File: src/rtl/stack_arb_pkg.sv
// Shared types for the two-requester stack controller: op encoding and its decoder.
package stack_arb_pkg;

    localparam int REQ_N = 2;

    typedef enum logic [1:0] {
        OP_NONE = 2'b00,
        OP_PUSH = 2'b01,
        OP_POP  = 2'b10,
        OP_SWAP = 2'b11
    } op_e;

    function automatic op_e decode_op(input logic push, input logic pop);
        op_e op;
        case ({push, pop})
            2'b10:   op = OP_PUSH;
            2'b01:   op = OP_POP;
            2'b11:   op = OP_SWAP;
            default: op = OP_NONE;
        endcase
        return op;
    endfunction

endpackage

File: src/rtl/rr_arb2.sv
// Two-way round-robin arbiter: picks one requester, alternating on contention.
// Latency: select is combinational; last_grant moves on the edge when advance is set.
// Backpressure: none; the loser simply holds its request and wins next contention.
module rr_arb2
    import stack_arb_pkg::*;
(
    input  logic             clock,
    input  logic             reset,
    input  logic             req0,
    input  logic             req1,
    input  logic             advance,
    output logic [REQ_N-1:0] sel
);

    // 1 = requester 1 was last selected, so requester 0 wins the first contention
    logic last_grant;

    always_comb begin
        sel = '0;
        if (req0 && req1) begin
            sel = last_grant ? 2'b01 : 2'b10;
        end else begin
            sel = {req1, req0};
        end
    end

    always_ff @(posedge clock) begin
        if (reset) begin
            last_grant <= 1'b1;
        end else if (advance && (req0 || req1)) begin
            last_grant <= sel[1];
        end
    end

endmodule

File: src/rtl/stack_arb_ctrl.sv
// Shared LIFO stack with two push/pop/swap requesters under round-robin arbitration.
// Latency: grant combinational; pop data one cycle after an accepted pop or swap.
// Backpressure: push on full / pop or swap on empty is refused (grant=00) with an error pulse.
module stack_arb_ctrl
    import stack_arb_pkg::*;
#(
    parameter  int DEPTH      = 8,
    parameter  int WIDTH      = 8,
    parameter  int HIGH_WATER = 6,
    localparam int CNT_W      = $clog2(DEPTH + 1)
) (
    input  logic             clock,
    input  logic             reset,
    input  logic             enable,
    input  logic             req0_push,
    input  logic             req0_pop,
    input  logic [WIDTH-1:0] req0_data,
    input  logic             req1_push,
    input  logic             req1_pop,
    input  logic [WIDTH-1:0] req1_data,
    output logic [1:0]       grant,
    output logic             pop_valid,
    output logic             pop_src,
    output logic [WIDTH-1:0] pop_data,
    output logic             full,
    output logic             empty,
    output logic [CNT_W-1:0] count,
    output logic             high_water,
    output logic             ovf_err,
    output logic             unf_err
);

    localparam int AW = (DEPTH > 1) ? $clog2(DEPTH) : 1;

    logic [WIDTH-1:0] mem [DEPTH];

    op_e              op0;
    op_e              op1;
    op_e              sel_op;
    logic [REQ_N-1:0] sel;
    logic [WIDTH-1:0] sel_data;
    logic             ovf_hit;
    logic             unf_hit;
    logic             accept;
    logic             reads_top;
    logic [AW-1:0]    push_addr;
    logic [AW-1:0]    top_addr;

    assign op0 = decode_op(req0_push, req0_pop);
    assign op1 = decode_op(req1_push, req1_pop);

    rr_arb2 u_arb (
        .clock   (clock),
        .reset   (reset),
        .req0    (op0 != OP_NONE),
        .req1    (op1 != OP_NONE),
        .advance (enable),
        .sel     (sel)
    );

    assign full       = (count == CNT_W'(DEPTH));
    assign empty      = (count == '0);
    assign high_water = (HIGH_WATER != 0) && (count >= CNT_W'(HIGH_WATER));

    // Addresses only used under the full/empty guards, so truncation is safe
    assign push_addr = AW'(count);
    assign top_addr  = AW'(count - CNT_W'(1));

    always_comb begin
        sel_op    = OP_NONE;
        sel_data  = req0_data;
        if (sel[1]) begin
            sel_op   = op1;
            sel_data = req1_data;
        end else if (sel[0]) begin
            sel_op   = op0;
        end
        ovf_hit   = enable && (sel_op == OP_PUSH) && full;
        unf_hit   = enable && ((sel_op == OP_POP) || (sel_op == OP_SWAP)) && empty;
        accept    = enable && (sel_op != OP_NONE) && !ovf_hit && !unf_hit;
        reads_top = accept && (sel_op != OP_PUSH);
        grant     = accept ? sel : 2'b00;
    end

    always_ff @(posedge clock) begin
        if (reset) begin
            count     <= '0;
            pop_valid <= 1'b0;
            pop_src   <= 1'b0;
            pop_data  <= '0;
            ovf_err   <= 1'b0;
            unf_err   <= 1'b0;
        end else begin
            ovf_err   <= ovf_hit;
            unf_err   <= unf_hit;
            pop_valid <= reads_top;
            if (reads_top) begin
                pop_src  <= sel[1];
                pop_data <= mem[top_addr];
            end
            if (accept && (sel_op == OP_PUSH)) begin
                count <= count + CNT_W'(1);
            end else if (accept && (sel_op == OP_POP)) begin
                count <= count - CNT_W'(1);
            end
        end
    end

    // Storage is deliberately left unreset
    always_ff @(posedge clock) begin
        if (!reset && accept && (sel_op == OP_PUSH)) begin
            mem[push_addr] <= sel_data;
        end else if (!reset && accept && (sel_op == OP_SWAP)) begin
            mem[top_addr] <= sel_data;
        end
    end

endmodule

File: config.mk
export PLATFORM = sky130hd
export DESIGN_NAME = stack_arb_ctrl
export DESIGN_NICKNAME = d
export VERILOG_FILES = /design/src/rtl/stack_arb_pkg.sv /design/src/rtl/rr_arb2.sv /design/src/rtl/stack_arb_ctrl.sv
export SDC_FILE = /design/constraint.sdc
export NUM_CORES = 1
export LEC_CHECK = 0
export CORE_MARGIN = 1.5
export CORE_UTILIZATION = 31
export CTS_CLUSTER_DIAMETER = 30
export CTS_CLUSTER_SIZE = 14
export DETAILED_ROUTE_END_ITERATION = 16
export SYNTH_ARGS = -nofsm -noshare
export SYNTH_HDL_FRONTEND = slang
export SYNTH_HIERARCHICAL = 1
export SYNTH_SLANG_ARGS = --single-unit
File: constraint.sdc
create_clock -name clock -period 5.7 [get_ports clock]
set_input_delay 1.425 -clock clock [delete_from_list [all_inputs] [get_ports clock]]
set_output_delay 1.425 -clock clock [all_outputs]
set_load 0.02 [all_outputs]
### After elaboration in Yosys (flattened, before gate mapping)

Memory sizes are Yosys's and may differ from the RTL's. A register that Yosys moved wholly into a read port is not among the register bits.
Index checks and enable logic that the tools add are counted.

| word-level totals | value |
|---|---|
| bits in registers | 9 |
| bits in read-only memories | 0 |
| memories kept | 1 |
| input port bits | 23 |
| memory bits (writable) | 64 |
| latch bits | 0 |
| word-level logic and storage cells | 65 |

Memory list:

| name | words | width | rd ports | clocked after Yosys merged registers in | write ports | RTL line | text |
|---|---|---|---|---|---|---|---|
| mem | 8 | 8 | 1 | 1 | 1 | stack_arb_ctrl.sv:35 | `logic [WIDTH-1:0] mem [DEPTH];` |

| operators by class | value |
|---|---|
| $mul | 0 |
| $add $sub $neg | 2 |
| order comparisons | 1 |
| div/mod/pow operators | 0 |
| bitwise logic cells | 0 |
| reduce and logical (&&, ||, !) cells | 26 |
| shifts and indexed selects | 0 |
| equality and inequality tests | 11 |
| mux-type cells | 18 |

Operators by type and width:

| operator | number |
|---|---|
| 8-bit two-way mux | 2 |
| 1-bit logical AND | 15 |
| 2-bit equality test (second input constant) | 6 |
| 2-bit case mux with 3 select lines | 2 |
| 2-bit two-way mux | 5 |
| 4-bit two-way mux | 2 |
| 2-bit nonzero test | 4 |
| 8-bit OR reduction | 1 |
| 2-bit by 1-bit equality test with 1-bit output (second input constant) | 3 |
| 1-bit two-way mux | 6 |
| 4-bit by 1-bit adder with 4-bit output (second input constant) | 1 |
| 4-bit equality test (second input constant) | 1 |
| 4-bit by 3-bit >= comparator with 1-bit output (second input constant) | 1 |
| 4-bit zero test | 1 |
| 4-bit by 1-bit subtractor with 4-bit output (second input constant) | 1 |
| 1-bit zero test | 3 |
| 3-bit two-way mux | 1 |
| 1-bit logical OR | 2 |
| 2-bit by 1-bit inequality test with 1-bit output (second input constant) | 1 |

### Longest topological paths before layout

Gate-level depths: netlist of the first run.

| depth | value |
|---|---|
| depth in word-level cells | 20 |
| mapped depth | 9 |

### Hierarchy

The synthesis of the first run kept the hierarchy.

By module, submodules not included:

| module | instances | sequential area each (um^2) | cells an instance | area each (um^2) |
|---|---|---|---|---|
| stack_arb_ctrl | 1 | 2,242.2 | 213 | 3,492.1 |
| rr_arb2 | 1 | 20.0 | 7 | 61.3 |

### Worst setup path before layout of the first run

No wires, ideal clock.

| timing | value |
|---|---|
| kind | input-to-output |
| from | input port req1_pop |
| to | output port grant[0] |
| stages | 6 |
| setup slack | 1.123 ns |
| buffers on the path | 0 |
| data arrival time | 3.152 ns |
| path through | or2_2 -> a21boi_0 -> nand3b_4 -> a211oi_4 -> a21o_1 -> and2_1 |

| between the ends | value |
|---|---|
| word-level cells in the longest chain between the ends | 14 |

Ends and longest elaborated chain:

| element | RTL line | text |
|---|---|---|
| start: declaration | stack_arb_ctrl.sv:19 | `input logic req1_pop,` |
| 2-bit equality test / 2-bit by 1-bit equality test with 1-bit output (equally long branches) | stack_arb_pkg.sv:15 | `case ({push, pop})` |
| 2-bit case mux with 3 select lines (*) | stack_arb_pkg.sv:15 |  |
| 2-bit nonzero test (*) | stack_arb_ctrl.sv:56 | `.req1 (op1 != OP_NONE),` |
| 1-bit logical AND (*) | rr_arb2.sv:20 | `if (req0 && req1) begin` |
| 2-bit two-way mux (*) | rr_arb2.sv:20 |  |
| net sel[0] | stack_arb_ctrl.sv:40 | `logic [REQ_N-1:0] sel;` |
| 2-bit two-way mux | stack_arb_ctrl.sv:75 | `end else if (sel[0]) begin` |
| 2-bit two-way mux | stack_arb_ctrl.sv:72 | `if (sel[1]) begin` |
| 2-bit by 1-bit equality test with 1-bit output / 2-bit equality test (equally long branches) | stack_arb_ctrl.sv:78, stack_arb_ctrl.sv:79 |  |
| 1-bit logical AND / 1-bit logical OR (equally long branches) | stack_arb_ctrl.sv:78, stack_arb_ctrl.sv:79 |  |
| 1-bit logical AND (on tied branches) | stack_arb_ctrl.sv:78, stack_arb_ctrl.sv:79 |  |
| 1-bit zero test / 1-bit logical AND (equally long branches) | stack_arb_ctrl.sv:80, stack_arb_ctrl.sv:79 |  |
| 1-bit logical AND / 1-bit zero test (equally long branches) | stack_arb_ctrl.sv:80 | `accept = enable && (sel_op != OP_NONE) && !ovf_hit && !unf_hit;` |
| 1-bit logical AND | stack_arb_ctrl.sv:80 |  |
| 2-bit two-way mux (*) | stack_arb_ctrl.sv:82 | `grant = accept ? sel : 2'b00;` |
| end: declaration | stack_arb_ctrl.sv:21 | `output logic [1:0] grant,` |

The timed path passes the listed nets; every way through them passes the cells marked *.

### Worst setup path in the final report of the first run

| timing | value |
|---|---|
| from | input port req0_pop |
| to | output port grant[1] |

RTL lines:

| element | RTL line | text |
|---|---|---|
| start: declaration | stack_arb_ctrl.sv:16 | `input logic req0_pop,` |
| 2-bit equality test / 2-bit by 1-bit equality test with 1-bit output (equally long branches) | stack_arb_pkg.sv:15 |  |
| 2-bit case mux with 3 select lines (*) | stack_arb_pkg.sv:15 |  |
| 2-bit nonzero test (*) | stack_arb_ctrl.sv:55 | `.req0 (op0 != OP_NONE),` |
| 1-bit logical AND (*) | rr_arb2.sv:20 |  |
| 2-bit two-way mux (*) | rr_arb2.sv:20 |  |
| net sel[1] | stack_arb_ctrl.sv:40 |  |
| 2-bit two-way mux | stack_arb_ctrl.sv:72 |  |
| 2-bit by 1-bit equality test with 1-bit output / 2-bit equality test (equally long branches) | stack_arb_ctrl.sv:78, stack_arb_ctrl.sv:79 |  |
| 1-bit logical AND / 1-bit logical OR (equally long branches) | stack_arb_ctrl.sv:78, stack_arb_ctrl.sv:79 |  |
| 1-bit logical AND (on tied branches) | stack_arb_ctrl.sv:78, stack_arb_ctrl.sv:79 |  |
| 1-bit zero test / 1-bit logical AND (equally long branches) | stack_arb_ctrl.sv:80, stack_arb_ctrl.sv:79 |  |
| 1-bit logical AND / 1-bit zero test (equally long branches) | stack_arb_ctrl.sv:80 |  |
| 1-bit logical AND | stack_arb_ctrl.sv:80 |  |
| 2-bit two-way mux (*) | stack_arb_ctrl.sv:82 |  |

Marked as above.

==> results.sh, run 1 <==
export IMPL_areaGrowthSynthToFinish_pct=26.7
export IMPL_cpMostUsedCell="clkdlybuf4s50_1"
export IMPL_r2r_start="count[0]"
export IMPL_core_sq_um=11000
export IMPL_critPathSlowestCell="clkdlybuf4s50_1"
export IMPL_arrival_ps=3990
export IMPL_dp_cells=410
export IMPL_insertion_delay_ps=330
export IMPL_finalSetupViolations=0
export IMPL_path_class="in -> out"
export IMPL_grt_max_degree=24
export IMPL_final_setup_skew_ps=4.56
export IMPL_synth_edf_count=64
export IMPL_timing_final_crit_share_pct=94.9
export IMPL_post_cts_resized=0
export IMPL_yosys_register_bits=81
export IMPL_hp_class="reg -> reg"
export IMPL_place_congestion=0.789
export IMPL_die_area_sq_um=12100
export IMPL_final_nets=308
export IMPL_layout_common_cells="edfxtp_1 (64), clkdlybuf4s50_1 (43), dfxtp_1 (17)"
export IMPL_firstDrtPassIters=4
export IMPL_cts_root_buf="clkbuf_16"
export IMPL_cp_startpoint="req0_pop"
export IMPL_cts_hold_buf=0
export IMPL_synth_cells=220
export IMPL_post_cts_buffers=0
export IMPL_crit_required_ps=4280
export IMPL_antenna_found_initial=0
export IMPL_cp_start_kind="primary input"
export IMPL_clk_pin_slew_ps=60
export IMPL_rows=38
export IMPL_power_density_nw_per_um2=312
export IMPL_tightest_slew_ps=815
export IMPL_synth_warnings=6
export IMPL_htreeDepth=3
export IMPL_async_flop_share_pct=0
export IMPL_die_y_microns=110
export IMPL_synthFlopType="edfxtp_1"
export IMPL_grt_pass1_wl_microns=10900
export IMPL_outcome="finished clean"
export IMPL_crit_path_end_kind="output pin"
export IMPL_pin_count=44
export IMPL_p_leak_uw=0.00154
export IMPL_cts_buffer_depth=2
export IMPL_ys_seq_area_share_pct=63.7
export IMPL_drt_wl_total_microns=7020
export IMPL_numCtsBuffers=9
export IMPL_avgViaCountPerCell=4.74
export IMPL_cts_sinks=81
export IMPL_diodes=0
export IMPL_start_util_pct=32.2
export IMPL_layout_commonest_cell="edfxtp_1"
export IMPL_postLayoutSetupSlackWorst_ps=289
export IMPL_place_ws_ps=278
export IMPL_worstRegToRegCells=10
export IMPL_r2r_end="mem[2][5]"
export IMPL_fin_crit_ps=5410
export IMPL_critPathTopFamily="buffers and inverters"
export IMPL_synth_nets=247
export IMPL_max_freq_mhz=185
export IMPL_portBuffers=43
export IMPL_wl_per_cell_microns=16.5
export IMPL_grt_pass1_vias=1997
export IMPL_drt_iter0_drc=97
export IMPL_peakVddDrop_uv=145
export IMPL_path_max_fanout=8
export IMPL_vias=2018
export IMPL_worstPathCellList="clkdlybuf4s50_1 > or2_2 > a21boi_2 > nand2_2 > a211oi_4 > a21o_1 > and2_1 > clkdlybuf4s50_1"
export IMPL_cp_endpoint="grant[1]"
export IMPL_drc=0
export IMPL_crit_path_max_incr_delay_ps=600
export IMPL_max_slew_margin_pct=45.7
export IMPL_final_cells=426
export IMPL_drtAntennaViolNets=0
export IMPL_die_w_microns=110
export IMPL_rsz0062_at_grt="no"
export IMPL_hpwl_microns=4700
export IMPL_postSynthAreaPerCell_sq_um=16.2
export IMPL_track_usage_pct=12.7
export IMPL_crit_buf_inv=2
export IMPL_netlist_area_sq_um=3550
export IMPL_cts_tree="yes"
export IMPL_ys_types=46
export IMPL_ff2ff_setup_slack_ps=2740
export IMPL_drive_above_1_share_pct=24.1
export IMPL_hold_viol_final=0
export IMPL_cp_depth=8
export IMPL_drv_slew=0
export IMPL_setup_tns_ps=0
export IMPL_max_cap_viol_count=0
export IMPL_grt_overflow_total=0
## report_power, final
part / switching [uW] / total (uW) / internal [uW]
clock network: 223 / 517 / 294
logic: 118 / 226 / 108
registers: 7.99 / 663 / 655
total: 349 / 1410 / 1060
## through the flow
step	util [%]	cell area, sq um	power [uW]	hold slack (ps)
floorplan	-	3550	825	495
global placement	38.4	4230	902	488
detailed placement	38.4	4230	905	494
CTS	40.8	4500	1430	505
global route	40.8	4500	1470	530
finish	40.8	4500	1410	502
## cell usage after synthesis, types with 3 or more instances
cell | instances | area, sq um
ha_1 | 4 | 50.1
nor3_1 | 9 | 45.0
inv_1 | 6 | 22.5
xnor2_1 | 3 | 26.3
a21oi_1 | 3 | 15.0
nand3b_1 | 3 | 22.5
dfxtp_1 | 17 | 340
a211oi_1 | 10 | 75.1
nand2b_1 | 3 | 18.8
edfxtp_1 | 64 | 1920
nor2_1 | 13 | 48.8
nor2b_1 | 3 | 18.8
buf_2 | 4 | 20.0
mux2i_1 | 12 | 120
mux2_2 | 9 | 101
nand2_1 | 6 | 22.5
mux4_2 | 16 | 360
and2_1 | 3 | 18.8
## layer usage
metal,track usage (%),part of all wire (%)
met1,16.4,47
met2,20.5,48
met3,3.70,4.1
met4,4.17,1.3
met5,0,0
## final cells by class
type | instances | area (sq um)
clock inverters | 7 | 43.8
well taps | 140 | 175
fillers | 1025 | 6530
clock buffers | 9 | 225
multi-input cells | 123 | 1210
repair buffers | 59 | 551
inverters | 7 | 31.3
flip-flops and latches | 81 | 2260
## flip-flops by register name (all words and copies together), names as in the netlist
| register | cells |
|---|---|
| mem | 64 |
| pop_data | 8 |
| count | 4 |
| ovf_err | 1 |
| pop_src | 1 |
| pop_valid | 1 |
| u_arb/last_grant | 1 |
| unf_err | 1 |
## worst min path at each step
stage | startpoint | end | slack [ps] | depth (start not counted)
after floorplan | u_arb/last_grant | u_arb/last_grant | 490 | 2
after global placement | pop_data[0] | pop_data[0] | 490 | 2
after detailed placement | pop_src | pop_src | 490 | 2
after CTS | pop_data[1] | pop_data[1] | 510 | 2
after global routing | pop_data[3] | pop_data[3] | 530 | 2
final | pop_data[5] | pop_data[5] | 500 | 2
## kinds of logic (layout without fill, tap and decap cells)
family | after synthesis | after routing | synth area share, %
compound gates | 24 | 24 | 6.06
xor+xnor | 5 | 5 | 1.44
fa+ha+maj | 4 | 4 | 1.41
buf+inv | 16 | 82 | 2.29
flops | 81 | 81 | 63.7
mux | 39 | 39 | 17.1
simple gates | 51 | 51 | 8.03
## worst reg2reg max path: stages, from the launching register on
cell      delay [ps]
dfxtp_1          300
buf_4            370
inv_1            200
ha_1             260
or3b_4           260
clkinv_4          70
a21oi_1          250
nand3_1          190
xnor2_1          210
nor3_1           330
buf_4            220
No activity file was read; power rests on OpenSTA's default activity.
==> inputs of run 2 (changes only) <==
--- a/config.mk
+++ b/config.mk
@@ -5,6 +5,8 @@
 export SDC_FILE = /design/constraint.sdc
 export NUM_CORES = 1
 export LEC_CHECK = 0
+export ABC_CLOCK_PERIOD_IN_PS = 5700
+export CAP_MARGIN = 20
 export CORE_MARGIN = 1.5
 export CORE_UTILIZATION = 31
 export CTS_CLUSTER_DIAMETER = 30
==> results of run 2 <==
Final layout, timing and power as in run 1 (identical DEF).
